### src/rtl/serial_adder_ctrl.sv
// serial_adder_ctrl
//   A bit-serial add/subtract sequencer. One full-adder slice (two half adders
//   plus a carry OR) is reused for WIDTH cycles, processing the operands
//   LSB-first. The carry between bits is held in a flop.
//
//   Optional feature macro: SERIAL_ADDER_SUB_EN
//     When it is defined, the block has a 'sub' port. It is captured together
//     with the operands. sub=1 inverts B per bit and presets the carry to 1,
//     which gives a two's-complement subtract.
//     When it is undefined, the block only adds.
//
// Ports
//   clk    rising-edge clock
//   rst_n  synchronous active-low reset
//   start  request; sampled only while IDLE
//   a, b   WIDTH-bit operands, captured when start is accepted
//   sub    subtract select (present only with SERIAL_ADDER_SUB_EN)
//   busy   high in RUN and DONE
//   done   one-cycle pulse when sum/cout are valid
//   sum    result; bits are shifted in at the MSB
//   cout   final carry-out (for subtract, 1 = no borrow)
module serial_adder_ctrl #(
  parameter int WIDTH = 8
) (
  input  logic             clk,
  input  logic             rst_n,
  input  logic             start,
  input  logic [WIDTH-1:0] a,
  input  logic [WIDTH-1:0] b,
`ifdef SERIAL_ADDER_SUB_EN
  input  logic             sub,
`endif
  output logic             busy,
  output logic             done,
  output logic [WIDTH-1:0] sum,
  output logic             cout
);

  localparam int CW = $clog2(WIDTH);

  typedef enum logic [1:0] {IDLE, RUN, DONE} state_t;

  state_t           state_q, state_d;
  logic [WIDTH-1:0] a_q, a_d, b_q, b_d, sum_q, sum_d;
  logic [CW-1:0]    cnt_q, cnt_d;
  logic             carry_q, carry_d, cout_q, cout_d;
  logic             busy_q, busy_d, done_q, done_d;
`ifdef SERIAL_ADDER_SUB_EN
  logic             sub_q, sub_d;
`endif

  // Shared one-bit slice
  logic b_bit, p_bit, s_bit, c_next;

  always_comb begin
`ifdef SERIAL_ADDER_SUB_EN
    b_bit = sub_q ? ~b_q[0] : b_q[0];
`else
    b_bit = b_q[0];
`endif
    p_bit  = a_q[0] ^ b_bit;                          // first half adder
    s_bit  = p_bit ^ carry_q;                         // second half adder
    c_next = (a_q[0] & b_bit) | (p_bit & carry_q);    // carry OR
  end

  always_comb begin
    state_d = state_q;
    a_d     = a_q;
    b_d     = b_q;
    sum_d   = sum_q;
    cnt_d   = cnt_q;
    carry_d = carry_q;
    cout_d  = cout_q;
    busy_d  = 1'b0;
    done_d  = 1'b0;
`ifdef SERIAL_ADDER_SUB_EN
    sub_d   = sub_q;
`endif
    case (state_q)
      IDLE: begin
        if (start) begin
          a_d     = a;
          b_d     = b;
          cnt_d   = '0;
`ifdef SERIAL_ADDER_SUB_EN
          sub_d   = sub;
          carry_d = sub;   // +1 completes the two's complement of B
`else
          carry_d = 1'b0;
`endif
          busy_d  = 1'b1;
          state_d = RUN;
        end
      end
      RUN: begin
        busy_d  = 1'b1;
        sum_d   = {s_bit, sum_q[WIDTH-1:1]};
        a_d     = a_q >> 1;
        b_d     = b_q >> 1;
        carry_d = c_next;
        if (cnt_q == CW'(WIDTH-1)) begin
          // The counter stays at WIDTH-1 here. The next accepted start clears it.
          cout_d  = c_next;
          done_d  = 1'b1;
          state_d = DONE;
        end else begin
          cnt_d = cnt_q + CW'(1);
        end
      end
      DONE: begin
        // The request line is not looked at here, so a start in this cycle is dropped.
        state_d = IDLE;
      end
      default: state_d = IDLE;
    endcase
  end

  always_ff @(posedge clk) begin
    if (!rst_n) begin
      state_q <= IDLE;
      a_q     <= '0;
      b_q     <= '0;
      sum_q   <= '0;
      cnt_q   <= '0;
      carry_q <= 1'b0;
      cout_q  <= 1'b0;
      busy_q  <= 1'b0;
      done_q  <= 1'b0;
`ifdef SERIAL_ADDER_SUB_EN
      sub_q   <= 1'b0;
`endif
    end else begin
      state_q <= state_d;
      a_q     <= a_d;
      b_q     <= b_d;
      sum_q   <= sum_d;
      cnt_q   <= cnt_d;
      carry_q <= carry_d;
      cout_q  <= cout_d;
      busy_q  <= busy_d;
      done_q  <= done_d;
`ifdef SERIAL_ADDER_SUB_EN
      sub_q   <= sub_d;
`endif
    end
  end

  assign busy = busy_q;
  assign done = done_q;
  assign sum  = sum_q;
  assign cout = cout_q;

endmodule

### config.mk
export PLATFORM = sky130hd
export DESIGN_NAME = serial_adder_ctrl
export DESIGN_NICKNAME = d
export VERILOG_FILES = /design/src/rtl/serial_adder_ctrl.sv
export SDC_FILE = /design/constraint.sdc
export NUM_CORES = 1
export LEC_CHECK = 0
export ABC_CLOCK_PERIOD_IN_PS = 2700
export BUFFER_PORTS_ARGS = -buffer_cell sky130_fd_sc_hd__buf_2
export CAP_MARGIN = 20
export CORE_ASPECT_RATIO = 1.25
export CORE_MARGIN = 4
export CORE_UTILIZATION = 25
export CTS_BUF_LIST = sky130_fd_sc_hd__clkbuf_2
export CTS_CLUSTER_SIZE = 25
export DETAILED_ROUTE_END_ITERATION = 8
export PLACE_DENSITY = 0.54
export SYNTH_ARGS = -nofsm -noshare
export SYNTH_HDL_FRONTEND = slang
export SYNTH_SLANG_ARGS = --single-unit
export TNS_END_PERCENT = 5
### constraint.sdc
create_clock -name clk -period 2.7 [get_ports clk]
set_clock_uncertainty 0.15 [all_clocks]
set_input_delay 0.54 -clock clk [delete_from_list [all_inputs] [get_ports clk]]
set_output_delay 0.54 -clock clk [all_outputs]
set_load 0.02 [all_outputs]
## Word level (Yosys, flattened, before mapping)

Cells that the tools add are included.

| cells by class | value |
|---|---|
| magnitude comparators | 0 |
| mux-type cells | 15 |
| div/mod/pow operators | 0 |
| $add $sub $neg | 1 |
| bitwise gates (word level) | 5 |
| multiply operators | 0 |
| shift operators | 0 |
| reductions and logical operators | 7 |
| equality and inequality tests | 5 |

Operators by type and width:

| kind | number |
|---|---|
| case mux 8 bit (2 select lines) | 2 |
| 2-to-1 mux 8 bit | 2 |
| AND reduction 2 bit | 4 |
| 2-to-1 mux 3 bit | 2 |
| != test 2 bit (second input constant) | 3 |
| case mux 3 bit (2 select lines) | 1 |
| 2-to-1 mux 2 bit | 2 |
| case mux 1 bit (2 select lines) | 2 |
| case mux 2 bit (2 select lines) | 1 |
| adder 3 x 1 -> 3 bit (second input constant) | 1 |
| equality test 3 bit (second input constant) | 1 |
| 2-to-1 mux 1 bit | 3 |
| AND reduction 3 bit | 1 |
| bitwise AND 1 bit | 2 |
| equality test 2 x 1 -> 1 bit (second input constant) | 1 |
| zero test 2 bit | 1 |
| nonzero test 2 bit | 1 |
| bitwise XOR 1 bit | 2 |
| bitwise OR 1 bit | 1 |

| word-level totals | value |
|---|---|
| bits of input ports | 19 |
| bits in latches | 0 |
| memory bits (read-only) | 0 |
| memories kept | 0 |
| flip-flop bits (word level) | 33 |
| logic and storage cells | 42 |
| RAM bits | 0 |

## Logic depth before layout (Yosys ltp)

Gate-level depths: netlist of the first run.

| logic depth | value |
|---|---|
| word-level depth | 4 |
| gate-level depth with buffers | 6 |
| depth with buffers taken out | 5 |

## Worst setup path after synthesis of the first run

Ideal clock, no wire load.

| timing | value |
|---|---|
| path kind | input to register |
| start | in rst_n |
| end | reg a_q[1] |
| data arrival time | 1.174 ns |
| path buffers | 1 |
| path slack | 1.230 ns |
| stages on the path | 3 |
| path through | inv_1 buf_1 a211oi_2 |

RTL lines:

| element | line | text |
|---|---|---|
| start, declared | 26 | `input logic rst_n,` |
| end signal, assigned | 121 | `a_q <= '0;` |
| end signal, assigned | 134 | `a_q <= a_d;` |
| end, declared | 44 | `logic [WIDTH-1:0] a_q, a_d, b_q, b_d, sum_q, sum_d;` |

No word-level cell between the ends.

## Worst setup path after layout of the first run

| timing | value |
|---|---|
| start | reg state_q[0] |
| end | reg carry_q |

| on the way | value |
|---|---|
| word-level cells in the longest chain between the ends | 3 |

Ends and longest elaborated chain:

| element | line | text |
|---|---|---|
| start, declared | 43 | `state_t state_q, state_d;` |
| start signal, assigned | 133 | `state_q <= state_d;` |
| equality test 2 x 1 -> 1 bit / zero test 2 bit (equally long branches) | 79 | `case (state_q)` |
| nonzero test 2 bit (no source line) / != test 2 bit (equally long branches) | -- |  |
| AND reduction 2 bit (no source line) | -- |  |
| end signal, assigned | 138 | `carry_q <= carry_d;` |
| end, declared | 46 | `logic carry_q, carry_d, cout_q, cout_d;` |

Several ways; a longest one is shown, not always the timed one.
A chain may end at the register's enable or synchronous reset.

==> impl_metrics.csv, run 1 <==
group,metric,value,unit
global_route,grt_antenna_before_repair,0,
timing,tns,0,ns
setup_path,cp_data_arrival_time,1.98,ns
synth,synthSimpleGateAreaFrac,15.3,%
synth,yosysSeqAreaShare,45.2,%
routing,viasPerCell,4.56,
floorplanning,num_rows,30,
cts,cts_buffers,5,
synth,syn_nets,172,
finish,multi_input_area,712,sq um
global_route,grt_max_degree,34,
power,p_leak,0.684,nW
synth,synth_top_family_by_area,"compound AO/OA/AOI/OAI gates",
placed_design,dp_cells,235,
setup_path,worstSetupEndpointType,"register",
routing,drt-total-wl,2.91,mm
floorplanning,initial_utilization,26.3,%
timing,relSlewSlack,57.9,%
floorplanning,coreArea,0.00556,sq mm
finish,regArea,661,sq um
cts,cts.sinks,33,
routing,ant_nets,0,
timing,post-route-period-util,67.3,%
routing,first_pass_iters,4,
synth,synthAdderAreaFrac,3.08,%
floorplanning,fp.dieH,93.4,um
job,cap_violations,0,
finish,final.fill_count,598,
global_route,first_global_vias,1090,
finish,diodes,0,
setup_path,r2r_slack,0.88,ns
power,irDropWorstVdd,0.000169,V
routing,first_iter_violations,43,
cts,clk_latency,0.38,ns
synth,synth_xor_area_share,0,%
cts,root_buffer,"clkbuf_2",
placed_design,gp_congestion,0.648,
placed_design,hpwl,2.06,mm
placed_design,io_buffer_count,29,
power,power_density,577,mW/mm^2
synth,netlist_area,0.00146,sq mm
global_route,overflow,0,
global_route,track_usage,8.64,%
setup_path,required,2.87,ns
finish,stdcell_count,243,
timing,slew_violations,0,
synth,yosys_warnings,0,
floorplanning,dieArea,0.00713,sq mm
cts,cts_hold_buf,0,
synth,muxShareOfSynthArea,10.3,%
synth,synth.avg_cell_area,9.73,sq um
synth,ys.flop_type,"dfxtp_1",
cts,htree_num_levels,2,
routing,drc_errors,0,
routing,wl_per_cell,12.0,um
synth,synth-compound-area-share,20.1,%
synth,synth-edff-count,0,
synth,synthDistinctLibCells,26,
setup_path,crit_fanout,15,
setup_path,cp_cell_sequence,"nor2b_1 -> a22oi_1 -> nor2_1",
setup_path,slowest_delay,0.73,ns
floorplanning,die_w,76.4,um
routing,vias,1107,
timing,fin_crit,1.82,ns
status,status,"finished, final reports clean",
global_route,grt_pass1_wl,4.93,mm
cts,cts_setup_buffers,0,
finish,nNetsFinal,200,
setup_path,crit_type,"register to register",
timing,hold_viol_final,0,
floorplanning,io_pins,30,
worst_hold_path,hold_class,"input pin to register",
timing,fmax,550,MHz
cts,cts_tree,"built",
cts,cts_resized,0,
timing,setup_viol,0,
synth,ys_ff_latch,33,
synth,syn-instance-count,150,
setup_path,cpMaxStageDelayCell,"dfxtp_1",
setup_path,crit_path_start_kind,"register",
timing,worst_slew_pin_slew,0.630,ns
cts,cts_buffer_depth,2,
cts,path_clk_slew,0.19,ns
timing,grt_setup_unrepaired,"false",
finish,layout-drive-gt1-share,30.2,%
finish,area_growth,16.5,%
synth,async_flop_share,0,%
[layer usage]
metal | global-route usage [%] | wire length (um) | up-vias
li1 | - | - | 578
met1 | 10.0 | 1380 | 498
met2 | 14.1 | 1330 | 25
met3 | 3.28 | 144 | 6
met4 | 4.08 | 51 | 0
met5 | 0 | 0 | -
[report_power, final]
group	switching, W	total [W]	internal [W]
clock network	0.000173	0.000326	0.000153
logic	0.0000674	0.000123	0.0000559
registers	0.0000188	0.000532	0.000513
[registers in the layout, indices dropped and copies added, names as in the netlist]
signal / flops
b_q: 8
sum: 8
cout: 1
cnt_q: 3
state_q: 2
carry_q: 1
done: 1
busy: 1
a_q: 8
[cells in the final DEF, fill, tap and decap left out, drive strengths merged]
cell and instances:
buf 33, nor3 3, nand2b 1, clkbuf 5, fa 1, dfxtp 33
nand4bb 2, a211oi 14, o21ba 1, mux2i 15, clkinv 1, o21bai 1
bufinv 1, a21oi 12, nand3 5, o21ai 3, inv 2, a22oi 1
a31oi 3, nor2 18, nand2 19, nor2b 1, nor4b 1, ha 2
clkinvlp 1
[synth_stat cells (all sizes together) (2+ instances only)]
library cell	count	area, sq um
dfxtp	33	661
inv	2	7.51
o21ai	3	15.0
nor3	3	15.0
buf	9	65.1
a21oi	12	60.1
nor2	18	67.6
nand4bb	2	22.5
nand2	19	71.3
ha	2	25.0
nand3	5	25.0
mux2i	15	150
clkbuf	3	15.0
a211oi	14	175
a31oi	3	18.8
[final cells by class]
cell class                      count  share of cell area, %
Timing Repair Buffer               33                   10.3
Sequential cell                    33                   38.8
Multi-Input combinational cell    103                   41.8
Tap cell                           64                   4.71
Clock inverter                      3                   2.43
Clock buffer                        5                   1.47
Inverter                            2                  0.441
[path summary, 6_finish.rpt]
path / from / to / cells past startpoint
hold reg to reg: sum[0] / sum[0] / 2
setup / recovery: state_q[0] / carry_q / 3
hold / removal: b[7] / b_q[7] / 3
setup reg to reg: state_q[0] / carry_q / 3
[worst max-delay path, delay by kind of cell (launching register included)]
kind / cells / cell delay [ns]
simple gates: 2 / 0.72
compound gates: 1 / 0.18
flops: 1 / 0.73
[stage by stage]
| stage | worst slack [ns] | power [W] | util (%) | instance area, sq um | hold slack [ns] |
|---|---|---|---|---|---|
| floorplan | 1.23 | 0.000639 | - | 1460 | 0.304 |
| global placement | 0.919 | 0.000667 | 29.4 | 1640 | 0.295 |
| detailed placement | 0.909 | 0.000669 | 29.4 | 1640 | 0.302 |
| CTS | 0.867 | 0.00100 | 30.6 | 1700 | 0.245 |
| global route | 0.747 | 0.00103 | 30.6 | 1700 | 0.253 |
| finish | 0.882 | 0.000982 | 30.6 | 1700 | 0.278 |
[logic make-up after synthesis]
group           count (synthesis)
compound gates                 35
fa+ha+maj                       3
buf+inv                        14
flops                          33
mux                            15
simple gates                   50
Power figures use the tool's default switching activity.
==> run 2: changes to the inputs <==
Settings changed: ABC_CLOCK_PERIOD_IN_PS 2700 to 1500, PLACE_DENSITY 0.54 to 0.55.
Clock period 2.7 ns to 1.5 ns, I/O delays scaled along.
==> run 2 against run 1 <==
Compared with the run above: via count rose by 4.2%; final cell count rose by 2.9%; core utilization up 1.1 points; die area is the same; sequential power increased by 79%; cell area increased by 3.5%; clock-buffer cell count unchanged; combinational power up 110%; fmax increased by 29%.
==> impl_metrics.csv, run 2 (synthesis gave the netlist of run 1 again) <==
group,metric,value,unit
timing,tns,0,ns
routing,viasPerCell,4.61,
power,pwr-share-clk,26.1,%
placed_design,hpwl,2.04,mm
worst_hold_path,holdPathStages,3,
timing,relSlewSlack,82.6,%
finish,mostFrequentLayoutCells,"31 x dfxtp_1, 29 x buf_2, 19 x nand2_1",
finish,layout-drive-gt1-share,34.9,%
setup_path,reg2reg_to,"sum[6]",
placed_design,pre_cts_ws,0.0832,ns
timing,hold_viol_final,0,
floorplanning,io_pins,30,
power,pwr-share-seq,58.3,%
cts,htree_num_levels,2,
global_route,overflow,0,
routing,first_iter_violations,63,
power,irDropWorstVdd,0.000353,V
setup_path,crit_type,"register to register",
cts,cts_tree,"built",
power,power_frac_comb,15.6,%
routing,vias,1153,
cts,cts_hold_buf,0,
timing,grt_setup_unrepaired,"false",
floorplanning,fp.dieH,93.4,um
timing,fmax,712,MHz
setup_path,r2r_slack,0.1,ns
setup_path,r2r_cells,5,
floorplanning,die_w,76.4,um
power,intPower,0.00116,W
worst_hold_path,hold_class,"input pin to register",
floorplanning,coreArea,0.00556,sq mm
power,power_density,926,mW/mm^2
global_route,track_usage,8.66,%
finish,final_common_cell,"dfxtp_1",
power,p_sw,0.000476,W
job,cap_violations,0,
timing,hold_slack,0.0538,ns
timing,worst_slew_pin_slew,0.260,ns
cts,root_buffer,"clkbuf_2",
placed_design,gp_congestion,0.687,
finish,post-route-util,31.7,%
cts,cts.sinks,33,
cts,path_clk_slew,0.18,ns
setup_path,r2r-start,"state_q[0]",
global_route,grt_max_degree,34,
status,status,"finished, final reports clean",
global_route,grt_pass1_wl,4.92,mm
timing,fin_crit,1.40,ns
worst_hold_path,whs_endpoint,"b_q[7]",
routing,ant_nets,0,
timing,setup_viol,0,
routing,drc_errors,0,
placed_design,io_buffer_count,29,
timing,post-route-period-util,93.6,%
setup_path,required,1.68,ns
worst_hold_path,hp-start,"b[7]",
cts,cts_resized,0,
setup_path,crit_fanout,8,
cts,cts_setup_buffers,0,
cts,clk_latency,0.38,ns
finish,nNetsFinal,207,
routing,first_pass_iters,4,
setup_path,worstSetupEndpointType,"register",
finish,diodes,0,
timing,slew_violations,0,
global_route,grt_antenna_before_repair,0,
finish,area_growth,20.6,%
floorplanning,num_rows,30,
power,p_leak,0.720,nW
routing,wl_per_cell,11.7,um
cts,cts_buffers,5,
setup_path,cp_data_arrival_time,1.58,ns
power,swShare,29.2,%
global_route,first_global_vias,1097,
routing,drt-total-wl,2.92,mm
floorplanning,dieArea,0.00713,sq mm
floorplanning,initial_utilization,26.3,%
cts,cts_buffer_depth,2,
power,total_power,0.00163,W
setup_path,crit_path_start_kind,"register",
timing,worst_slack,0.0955,ns
## run 2: power by group through the flow
| stage | clock [W] | sequential (W) | combinational, W |
|---|---|---|---|
| floorplan | 0 | 0.000968 | 0.000182 |
| global placement | 0 | 0.000969 | 0.000256 |
| detailed placement | 0 | 0.000970 | 0.000258 |
| CTS | 0.000455 | 0.000952 | 0.000260 |
| global route | 0.000489 | 0.000960 | 0.000282 |
| finish | 0.000426 | 0.000951 | 0.000254 |
## run 2: how the worst max path moves through the flow
| stage | start | end |
|---|---|---|
| after floorplan | cnt_q[0] | cnt_q[0] |
| after global placement | cnt_q[0] | cnt_q[0] |
| after detailed placement | cnt_q[0] | cnt_q[0] |
| after CTS | cnt_q[0] | cnt_q[0] |
| after global routing | state_q[0] | sum[0] |
| final | state_q[0] | sum[6] |
## run 2: critical path: stages (launching register included)
cell,delay (ns)
dfxtp_1,0.50
buf_4,0.21
nor2b_1,0.17
buf_4,0.18
nand2_1,0.06
a21oi_1,0.11
## run 2: layer usage
metal	vias up	routed length, um	global-route usage, %
met5	-	0	0
met4	0	52	4.08
li1	597	-	-
met3	8	170	3.85
met1	525	1370	9.92
met2	23	1320	13.8
## run 2: cell type report
| class | instances | area [sq um] |
|---|---|---|
| clock inverter | 3 | 17.5 |
| fill | 608 | 3790 |
| tap | 64 | 80.1 |
| timing repair buffer | 40 | 253 |
| sequential | 33 | 663 |
| clock buffer | 5 | 25.0 |
| multi-input combinational | 103 | 714 |
| inverter | 2 | 7.51 |
## run 2: stage by stage
step | std cells | area [sq um]
detailed placement | 242 | 1710
floorplan | 150 | 1460
global placement | 242 | 1710
finish | 250 | 1760
CTS | 250 | 1760
global route | 250 | 1760
